===== src/rtl/td4_program_sequencer.sv =====
// Program store and execution sequencer for the 4-bit TD4 core: host byte loader,
// core reset release, and run/step/pause clock-enable generation with stop detection.
module td4_program_sequencer #(
    parameter int unsigned TICK_DIV = 4,
    parameter int unsigned DIV_W    = 16
) (
    input  logic       clk,
    input  logic       reset,
    input  logic       load_start,
    input  logic       load_valid,
    input  logic [7:0] load_data,
    output logic       load_ready,
    input  logic       run,
    input  logic       step,
    input  logic       halt,
    input  logic       bp_en,
    input  logic [3:0] bp_addr,
    input  logic [3:0] cpu_address,
    output logic [7:0] cpu_instr,
    output logic       cpu_tick,
    output logic       cpu_n_reset,
    output logic [1:0] state,
    output logic       loop_stop
);

    localparam int unsigned    DEPTH    = 16;
    localparam logic [DIV_W-1:0] DIV_LAST = DIV_W'(TICK_DIV - 1);

    typedef enum logic [1:0] {
        ST_LOAD    = 2'd0,
        ST_RELEASE = 2'd1,
        ST_PAUSE   = 2'd2,
        ST_RUN     = 2'd3
    } state_t;

    state_t           r_state;
    logic [3:0]       r_ptr;
    logic [7:0]       r_mem [DEPTH];
    logic [DIV_W-1:0] r_div;
    logic             r_first;
    logic             r_loop_stop;

    logic w_cand;
    logic w_self;
    logic w_bp;
    logic w_run_tick;
    logic w_step_tick;

    assign cpu_instr   = r_mem[cpu_address];
    assign load_ready  = (r_state == ST_LOAD);
    assign cpu_n_reset = (r_state != ST_LOAD);
    assign state       = r_state;
    assign loop_stop   = r_loop_stop;

    // Stop conditions evaluated on RUN tick candidates; breakpoint skipped on the first one
    always_comb begin
        w_cand      = 1'b0;
        w_self      = 1'b0;
        w_bp        = 1'b0;
        w_run_tick  = 1'b0;
        w_step_tick = 1'b0;
        w_cand      = (r_state == ST_RUN) && (r_div == DIV_LAST);
        w_self      = (cpu_instr == {4'b1111, cpu_address});
        w_bp        = bp_en && (cpu_address == bp_addr) && !r_first;
        w_run_tick  = w_cand && !halt && !w_self && !w_bp && run;
        w_step_tick = (r_state == ST_PAUSE) && step && !halt;
    end

    assign cpu_tick = !reset && !load_start && (w_run_tick || w_step_tick);

    always_ff @(posedge clk) begin
        if (reset) begin
            r_state     <= ST_LOAD;
            r_ptr       <= 4'd0;
            r_mem       <= '{default: 8'h00};
            r_div       <= '0;
            r_first     <= 1'b0;
            r_loop_stop <= 1'b0;
        end else if (load_start) begin
            r_state     <= ST_LOAD;
            r_ptr       <= 4'd0;
            r_div       <= '0;
            r_first     <= 1'b0;
            r_loop_stop <= 1'b0;
        end else begin
            case (r_state)
                ST_LOAD: begin
                    if (load_valid) begin
                        r_mem[r_ptr] <= load_data;
                        r_ptr        <= r_ptr + 4'd1;
                        if (r_ptr == 4'd15) begin
                            r_state <= ST_RELEASE;
                        end
                    end
                end
                ST_RELEASE: begin
                    r_state <= ST_PAUSE;
                end
                ST_PAUSE: begin
                    if (run && !halt) begin
                        r_state <= ST_RUN;
                        r_div   <= '0;
                        r_first <= 1'b1;
                    end
                end
                ST_RUN: begin
                    if (halt) begin
                        r_state <= ST_PAUSE;
                        r_div   <= '0;
                    end else if (w_cand) begin
                        r_div   <= '0;
                        r_first <= 1'b0;
                        if (w_self) begin
                            r_loop_stop <= 1'b1;
                            r_state     <= ST_PAUSE;
                        end else if (w_bp || !run) begin
                            r_state <= ST_PAUSE;
                        end
                    end else begin
                        r_div <= r_div + DIV_W'(1);
                    end
                end
                default: begin
                    r_state <= ST_LOAD;
                end
            endcase
        end
    end

endmodule

===== config.mk =====
export PLATFORM = sky130hd
export DESIGN_NAME = td4_program_sequencer
export DESIGN_NICKNAME = d
export VERILOG_FILES = /design/src/rtl/td4_program_sequencer.sv
export SDC_FILE = /design/constraint.sdc
export NUM_CORES = 1
export LEC_CHECK = 0
export ABC_AREA = 1
export BUFFER_PORTS_ARGS = -buffer_cell sky130_fd_sc_hd__buf_2
export CORE_UTILIZATION = 50
export CTS_BUF_LIST = sky130_fd_sc_hd__clkbuf_16
export DETAILED_ROUTE_END_ITERATION = 7
export PLACE_DENSITY = 0.7
export RECOVER_POWER = 25
export SYNTH_ARGS = -nofsm -noshare
export SYNTH_HDL_FRONTEND = slang
export SYNTH_SLANG_ARGS = --single-unit

===== constraint.sdc =====
create_clock -name clk -period 1.7 [get_ports clk]
set_input_delay 0.34 -clock clk [delete_from_list [all_inputs] [get_ports clk]]
set_output_delay 0.34 -clock clk [all_outputs]
set_load 0.01 [all_outputs]

# == Word level (Yosys, flattened, before mapping) ==
# Cells that the tools add are included.
# totals
regBits,152
input_bits,24
output_inout_bits,14
word_cells,98
# classes
addsub,2
order_cmp,3
eq_ne,14
muxes,22
bitwise,4
n_reduce_logical,32
# op_table
cell,count
bitwise mux 128 bit,1
2-to-1 mux 16 bit,3
binary-select mux 8 bit (select 4 bit),1
demux 8 bit (select 4 bit),1
case mux 16 bit (2 select lines),1
2-to-1 mux 8 bit,3
adder 16 x 1 -> 16 bit (second input constant),1
== test 16 x 2 -> 1 bit (second input constant),1
2-to-1 mux 2 bit,7
logical AND 1 bit,13
greater-or-equal comparator 5 bit (second input constant),2
inverter 4 -> 5 bit,2
== test 8 bit,1
case mux 2 bit (4 select lines),1
AND reduction 4 bit,2
zero test 1 bit,7
!= test 2 bit (second input constant),3
< comparator 5 x 1 -> 1 bit (second input constant),1
AND reduction 5 bit,1
adder 4 x 1 -> 4 bit (second input constant),1
== test 2 bit (second input constant),2
== test 4 bit,1
== test 4 bit (second input constant),1
!= test 2 x 1 -> 1 bit (second input constant),2
other kinds (12),18

# == Depth between registers and ports, before layout ==
# Gate-level depths: netlist (run 1).
# logic_depth
depth_word,11
depth_mapped,16
ltp_nobuf,15

# == Least setup slack after synthesis (run 1) ==
# Ideal clock, no wire load.
# synth_path
path_kind,input port to output port
start,input port cpu_address[0]
end,output port cpu_tick
arrival_time_ns,1.676
path_slack_ns,-0.316
stages,14
cell_sequence,buf_6 -> buf_6 -> buf_6 -> o211ai_1 -> nand3_1 -> nand3_1 -> nand2_1 -> nand2_1 -> inv_1 -> nand2_1 -> nor2_2 -> nor2_1 -> nand2_1 -> a21oi_1
# synth_via
elab_chain_len,11
word_cells_on_any_way,15
# synth_rtl
element,line_no,source
start: declaration,18,"input logic [3:0] cpu_address,"
inverter 4 -> 5 bit (implied by the code),49,assign cpu_instr = r_mem[cpu_address];
binary-select mux 8 bit (select 4 bit),49,
2-to-1 mux 8 bit (implied by the code) (2 in a row),49,
net cpu_instr[4],19,"output logic [7:0] cpu_instr,"
== test 8 bit,63,"w_self = (cpu_instr == {4'b1111, cpu_address});"
zero test 1 bit,65,w_run_tick = w_cand && !halt && !w_self && !w_bp && run;
logical AND 1 bit (3 in a row),65,
logical OR 1 bit,69,assign cpu_tick = !reset && !load_start && (w_run_tick || w_step_tick);
logical AND 1 bit,69,
end: declaration,20,"output logic cpu_tick,"
# The timed path passes the listed nets, and every way through them passes these cells. The select of a mux whose other input is x is not followed.

# == Worst setup path in the final report (run 1) ==
# layout_path
start,input port cpu_address[1]
end,output port cpu_tick
# layout_via
elab_chain_len,11
word_cells_on_any_way,15
# layout_rtl
element,line_no
inverter 4 -> 5 bit (implied by the code),49
binary-select mux 8 bit (select 4 bit),49
2-to-1 mux 8 bit (implied by the code) (2 in a row),49
== test 8 bit,63
zero test 1 bit,65
logical AND 1 bit,65
logical AND 1 bit (*) (2 in a row),65
logical OR 1 bit (*),69
logical AND 1 bit (*),69
# Every way passes the cells marked *; elsewhere a longest branch is shown, timed or not. The select of a mux whose other input is x is not followed.

==> results.sh, run 1 <==
export IMPL_finalNetCount=1163
export IMPL_end_kind="output port"
export IMPL_cp_slowest_cell="buf_12"
export IMPL_period_minus_slack_ns=2.37
export IMPL_timing_rr_end="r_mem[10]"
export IMPL_holdPathEnd="r_mem[16]"
export IMPL_synth_top_flop_cell="dfxtp_1"
export IMPL_rr_worst_depth=12
export IMPL_hold_viol=0
export IMPL_numCtsBuffers=17
export IMPL_routed_wirelength_um=23300
export IMPL_worst_setup_path_start_kind="input pin"
export IMPL_dieHeight_um=125
export IMPL_first_pass_iters=7
export IMPL_most_common_layout_cells="nand2_1, nor2_1, dfxtp_1, a211oi_1, buf_4"
export IMPL_cts_root_buf="clkbuf_16"
export IMPL_max_cap_violations=0
export IMPL_boundaryPins=38
export IMPL_port_buffers=37
export IMPL_avgSynthCellArea_um2=7.54
export IMPL_irDropWorstVdd_mv=0.761
export IMPL_initial_utilization_pct=51.7
export IMPL_overflow=0
export IMPL_hpwl_um=13000
export IMPL_area_growth_pct=35.5
export IMPL_clk_pin_slew_worst_paths_ns=0.07
export IMPL_cts_tree="built"
export IMPL_slowest_delay_ns=0.16
export IMPL_ys_types=37
export IMPL_worst_slack_ns=-0.669
export IMPL_crit_start="cpu_address[1]"
export IMPL_yosysSeqAreaShare_pct=40.1
export IMPL_ys_async_sr_fraction_pct=0
export IMPL_core_area_um2=14700
export IMPL_n_fill_cell=1129
export IMPL_r2r_start="state[1]"
export IMPL_layout_drive_gt1_share_pct=35.4
export IMPL_path_class="in -> out"
export IMPL_grt_pass1_vias=6416
export IMPL_setup_viol=140
export IMPL_power_leakage_nw=4.17
export IMPL_viasPerCell=5.55
export IMPL_finalPower_w=0.00810
export IMPL_p_per_area_nw_per_um2=787
export IMPL_status="finished, violations left"
export IMPL_hp_class="in -> reg"
export IMPL_path_cells="buf_8, clkinvlp_4, buf_12, buf_12, nor2_1, o21ai_0, nand3_1, nand3_1, nand2_2, nand2_2, nor2_4, nand2_4, nor2_2, nor2_1, nand2_1, a21oi_2, buf_2"
export IMPL_violations="negative setup slack"
export IMPL_synth_seq_cells=152
export IMPL_drcViolationCount=0
export IMPL_yosysWarnings=0
export IMPL_grt_pass1_wl_um=32900
export IMPL_arrival_ns=2.03
export IMPL_cts_hold_buf=0
export IMPL_fp_row_count=44
export IMPL_rsz0062_at_grt="true"
export IMPL_ant_nets=0
export IMPL_path_max_fanout=10
export IMPL_die_area_um2=15700
export IMPL_h_tree_depth=4
export IMPL_clock_path_buffers=2
export IMPL_skew_ns=0.00987
export IMPL_drtIter0Drc=622
export IMPL_antenna_cells=0
export IMPL_hold_depth=3
export IMPL_synth_area_um2=7600
export IMPL_layout_worst_path_cycle_share_pct=139
export IMPL_slew_headroom_pct=50.9
export IMPL_worst_ep_required_time_ns=1.36
export IMPL_antenna_found_initial=0
export IMPL_tightest_slew_ns=0.736
export IMPL_fmax_mhz=422
export IMPL_synth_cells=1008
export IMPL_clock_sinks=152
export IMPL_avgRoutedWirePerCell_um=17.5
export IMPL_finish_utilization_pct=70.0
export IMPL_clock_latency_ns=0.43
export IMPL_vias=7389
export IMPL_worstHoldStart="load_data[0]"
export IMPL_synth_enable_flop_cells=0
export IMPL_final_common_cell="nand2_1"
export IMPL_r2r_slack_ns=-0.44
export IMPL_drv_slew=0
export IMPL_die_w_um=125
export IMPL_gr_usage_all_layers_pct=26.7
export IMPL_gp_congestion=0.870
export IMPL_syn_num_nets=1037
export IMPL_grt_start_max_net_pins=129
routing by layer:
layer / part of all wire, % / GRT usage (%) / up-vias
met5: 0 / 0 / -
li1: - / - / 3608
met4: 2.4 / 11.0 / 0
met3: 5.7 / 5.18 / 42
met1: 44 / 35.1 / 3499
met2: 48 / 43.1 / 240
worst max-delay path, delay by kind of cell:
kind            cells  cell delay [ns]
compound gates      2             0.13
buf+inv             5             0.62
simple gates       10             0.91
synth_stat cells (5+ instances only):
master,number,share of area [%]
o21ai_0,24,1.6
buf_2,14,0.92
inv_1,83,4.1
nand4_1,5,0.41
nor3_1,11,0.72
clkbuf_1,23,1.1
buf_6,12,1.8
dfxtp_1,152,40
ha_1,5,0.82
nand2_1,192,9.5
nor2_1,185,9.1
a211oi_1,114,11
nor4_1,6,0.49
buf_4,15,1.5
nor2_4,11,1.6
nand3_1,76,5.0
a21oi_1,15,0.99
o21ai_1,5,0.33
nor2_8,11,2.9
a211oi_2,16,2.6
what timing repair did:
action / in CTS / in global routing
cloned: 1 / 6
setup buffers: 10 / 47
resized for setup: 67 / 145
endpoints found under the setup margin: 20 / 90
pin swaps: 34 / 54
power by group:
group | switching (W) | total (W) | internal (W)
logic | 0.000566 | 0.000947 | 0.000381
registers | 0.0000149 | 0.00360 | 0.00359
clock network | 0.00166 | 0.00355 | 0.00190
total | 0.00224 | 0.00810 | 0.00586
cells by family after synthesis:
family	after synthesis	synth area share [%]
and+or+nand+nor	509	31.0
AOI/OAI and AO/OA	181	17.4
DFF	152	40.1
buffers and inverters	156	10.1
adders and majority gates	5	0.824
xor gates and xnor gates	5	0.577
flip-flops by register name (all words and copies together) (netlist names):
register / cells
loop_stop: 1
r_div: 16
r_first: 1
r_mem: 128
r_ptr: 4
state: 2
per-stage QoR:
stage | hold slack (ns) | setup slack [ns] | TNS [ns] | instances | instance area (um2)
after CTS | 0.206 | -0.594 | -1.92 | 1280 | 9280
after global routing | 0.225 | -0.762 | -53.25 | 1331 | 10300
after global placement | 0.459 | -0.644 | -2.81 | 1240 | 8440
final | 0.222 | -0.669 | -32.50 | 1331 | 10300
after floorplan | 0.439 | -0.246 | -0.248 | 1008 | 7620
after detailed placement | 0.461 | -0.681 | -3.16 | 1240 | 8440
cell type report:
class / instances / area [um2] / share of cell area [%]
repair buffers: 167 / 1720 / 16.7
inverters: 92 / 382 / 3.71
multi-input cells: 704 / 4320 / 42.0
clock inverters: 15 / 119 / 1.15
well taps: 184 / 230 / 2.24
flip-flops and latches: 152 / 3090 / 30.0
clock buffers: 17 / 425 / 4.13
worst max-delay path by stage:
stage / end / slack (ns) / cells past startpoint
2_1_floorplan: cpu_tick / -0.25 / 14
3_3_place_gp: cpu_tick / -0.64 / 17
3_5_place_dp: cpu_tick / -0.68 / 16
4_1_cts: cpu_tick / -0.59 / 14
5_1_grt: cpu_tick / -0.76 / 17
6_report: cpu_tick / -0.67 / 17
Power figures use the tool's default switching activity.
==> run 2: changes to the inputs <==
- ABC_AREA: 1 -> not set
- SKIP_LAST_GASP: not set -> 1
==> results.sh, run 2 <==
export IMPL_status="finished, violations left"
export IMPL_violations="negative setup slack"
export IMPL_synth_top_flop_cell="dfxtp_1"
export IMPL_vias=7902
export IMPL_numCtsBuffers=17
export IMPL_synth_compound_gate_area_share_pct=13.2
export IMPL_ys_types=46
export IMPL_p_sw_share_pct=25.2
export IMPL_first_pass_iters=6
export IMPL_avgRoutedWirePerCell_um=24.7
export IMPL_tightest_slew_ns=0.935
export IMPL_avgSynthCellArea_um2=8.20
export IMPL_placed_cell_area_um2=8240
export IMPL_power_leakage_nw=3.69
export IMPL_cts_hold_buf=0
export IMPL_fmax_mhz=336
export IMPL_irDropWorstVdd_mv=0.971
export IMPL_port_buffers=37
export IMPL_synth_cells=874
export IMPL_core_area_um2=13900
export IMPL_setup_viol=160
export IMPL_path_class="reg -> out"
export IMPL_synth_enable_flop_cells=0
export IMPL_regMostFlops="r_mem"
export IMPL_finish_utilization_pct=79.0
export IMPL_layout_drive_gt1_share_pct=50.5
export IMPL_ys_async_sr_fraction_pct=0
export IMPL_synth_seq_cells=152
export IMPL_synthXorXnorAreaFrac_pct=2.08
export IMPL_clock_path_buffers=2
export IMPL_fp_row_count=43
export IMPL_drcViolationCount=0
export IMPL_drv_slew=0
export IMPL_p_comb_share_pct=9.7
export IMPL_grt_pass1_wl_um=37700
export IMPL_dieHeight_um=122
export IMPL_cts_root_buf="clkbuf_16"
export IMPL_initial_utilization_pct=51.4
export IMPL_muxShareOfSynthArea_pct=11.9
export IMPL_period_minus_slack_ns=2.98
export IMPL_ant_nets=0
export IMPL_syn_num_nets=903
export IMPL_synth_top_family_by_area="simple AND/OR/NAND/NOR gates"
export IMPL_hp_class="in -> reg"
export IMPL_p_switching_w=0.00204
export IMPL_pwr_share_clk_pct=45.9
export IMPL_die_area_um2=14800
export IMPL_most_common_layout_cells="dfxtp_1, nand3_1, a21oi_1, buf_4, nand2_2"
export IMPL_clk_pin_slew_worst_paths_ns=0.06
export IMPL_layout_worst_path_cycle_share_pct=175
export IMPL_yosys_area_top_type="dfxtp_1"
export IMPL_end_kind="output port"
export IMPL_p_per_area_nw_per_um2=734
export IMPL_n_fill_cell=770
export IMPL_slew_headroom_pct=37.7
export IMPL_finalNetCount=1025
export IMPL_wl_met3_um=2720
export IMPL_worst_ep_required_time_ns=1.36
export IMPL_yosysSeqAreaShare_pct=42.5
export IMPL_antenna_cells=0
export IMPL_worst_setup_path_start_kind="register"
export IMPL_skew_ns=0.0110
export IMPL_boundaryPins=38
export IMPL_drtIter0Drc=997
export IMPL_top_regs="r_mem: 128 flops, r_div: 16 flops, r_ptr: 4 flops"
export IMPL_routed_wirelength_um=29300
export IMPL_grt_pass1_vias=6966
export IMPL_hpwl_um=14600
export IMPL_cts_tree="built"
export IMPL_gr_usage_all_layers_pct=34.0
export IMPL_die_w_um=122
export IMPL_final_common_cell="dfxtp_1"
export IMPL_arrival_ns=2.64
export IMPL_highest_layer="met4"
export IMPL_drt_met1_wl_um=10700
export IMPL_clock_latency_ns=0.43
export IMPL_synth_area_top_cells="dfxtp_1, a21oi_1, nand3_1"
export IMPL_overflow=0
export IMPL_clock_sinks=152
export IMPL_hold_viol=0
export IMPL_yosysWarnings=0
export IMPL_worst_slack_ns=-1.28
export IMPL_area_growth_pct=53.7
export IMPL_gp_congestion=0.916
export IMPL_ys_top_cells_by_count="nand2_1, dfxtp_1, a21oi_1, nand3_1, clkbuf_1"
export IMPL_fin_area_um2=11000
export IMPL_power_internal_w=0.00605
export IMPL_antenna_found_initial=0
export IMPL_h_tree_depth=4
export IMPL_synthAdderAreaFrac_pct=0.873
export IMPL_max_cap_violations=0
export IMPL_synthSimpleGateAreaFrac_pct=24.0
export IMPL_grt_start_max_net_pins=72
export IMPL_rsz0062_at_grt="true"
export IMPL_viasPerCell=6.65
export IMPL_synth_area_um2=7170
export IMPL_largest_reg_flops=128
export IMPL_seqPwrFrac_pct=44.4
export IMPL_yosysMostFrequentCell="nand2_1"
export IMPL_path_max_fanout=2
export IMPL_synth_top_area_share_pct=42.5
export IMPL_wl_met2_um=13900
run 2: worst paths after layout:
kind              startpoint   endpoint  slack (ns)  cells past startpoint
setup / recovery   r_mem[86]   cpu_tick       -1.28                      7
hold / removal    load_valid   r_ptr[1]        0.32                      4
setup reg to reg    state[1]  r_mem[85]       -0.62                     12
hold reg to reg    r_mem[54]  r_mem[54]        0.45                      2
run 2: routing by layer:
metal	up-vias	track usage, %
met5	-	0
met4	0	19.5
met3	164	8.05
met2	588	52.7
met1	3834	43.3
li1	3316	-
run 2: worst max-delay path: stages (launching register included):
cell      delay (ns)
dfxtp_1         0.35
mux4_2          0.50
mux4_2          0.52
o31ai_4         0.09
nor4bb_4        0.08
a31o_1          0.24
o31ai_2         0.23
buf_2           0.19
run 2: repair_timing:
action / in CTS / in global routing
endpoints found under the hold margin: 0 / 0
cloned: 7 / 1
pin swaps: 38 / 143
buffers inserted: 24 / 32
resized for setup: 147 / 278
endpoints found under the setup margin: 158 / 158
run 2: logic make-up after synthesis:
logic type	after synthesis
xor+xnor	17
buf+inv	92
simple gates	377
mux	56
fa+ha+maj	5
flops	152
compound gates	175
run 2: stage by stage:
stage	instances	hold WS, ns	power [W]	TNS, ns	setup WS [ns]
after floorplan	874	0.433	0.00400	-1.78	-0.712
after global placement	1104	0.441	0.00418	-27.74	-1.02
after detailed placement	1104	0.445	0.00419	-30.69	-1.07
after CTS	1167	0.302	0.00790	-28.85	-1.14
after global routing	1189	0.332	0.00824	-84.93	-1.29
final	1189	0.318	0.00809	-79.31	-1.28
run 2: cell type report:
| cell class | instances | area, um2 | area share, % |
|---|---|---|---|
| multi-input cells | 630 | 5200 | 47.2 |
| flip-flops and latches | 152 | 3060 | 27.8 |
| repair buffers | 182 | 1920 | 17.4 |
| clock buffers | 17 | 425 | 3.86 |
| well taps | 180 | 225 | 2.04 |
| clock inverters | 15 | 136 | 1.24 |
| inverters | 13 | 48.8 | 0.443 |
run 2: power by group through the flow:
stage               sequential (W)  combinational, W  clock (W)
floorplan                  0.00366          0.000336          0
global placement           0.00366          0.000515          0
detailed placement         0.00366          0.000522          0
CTS                        0.00359          0.000638    0.00368
global route               0.00359          0.000811    0.00384
finish                     0.00359          0.000788    0.00371
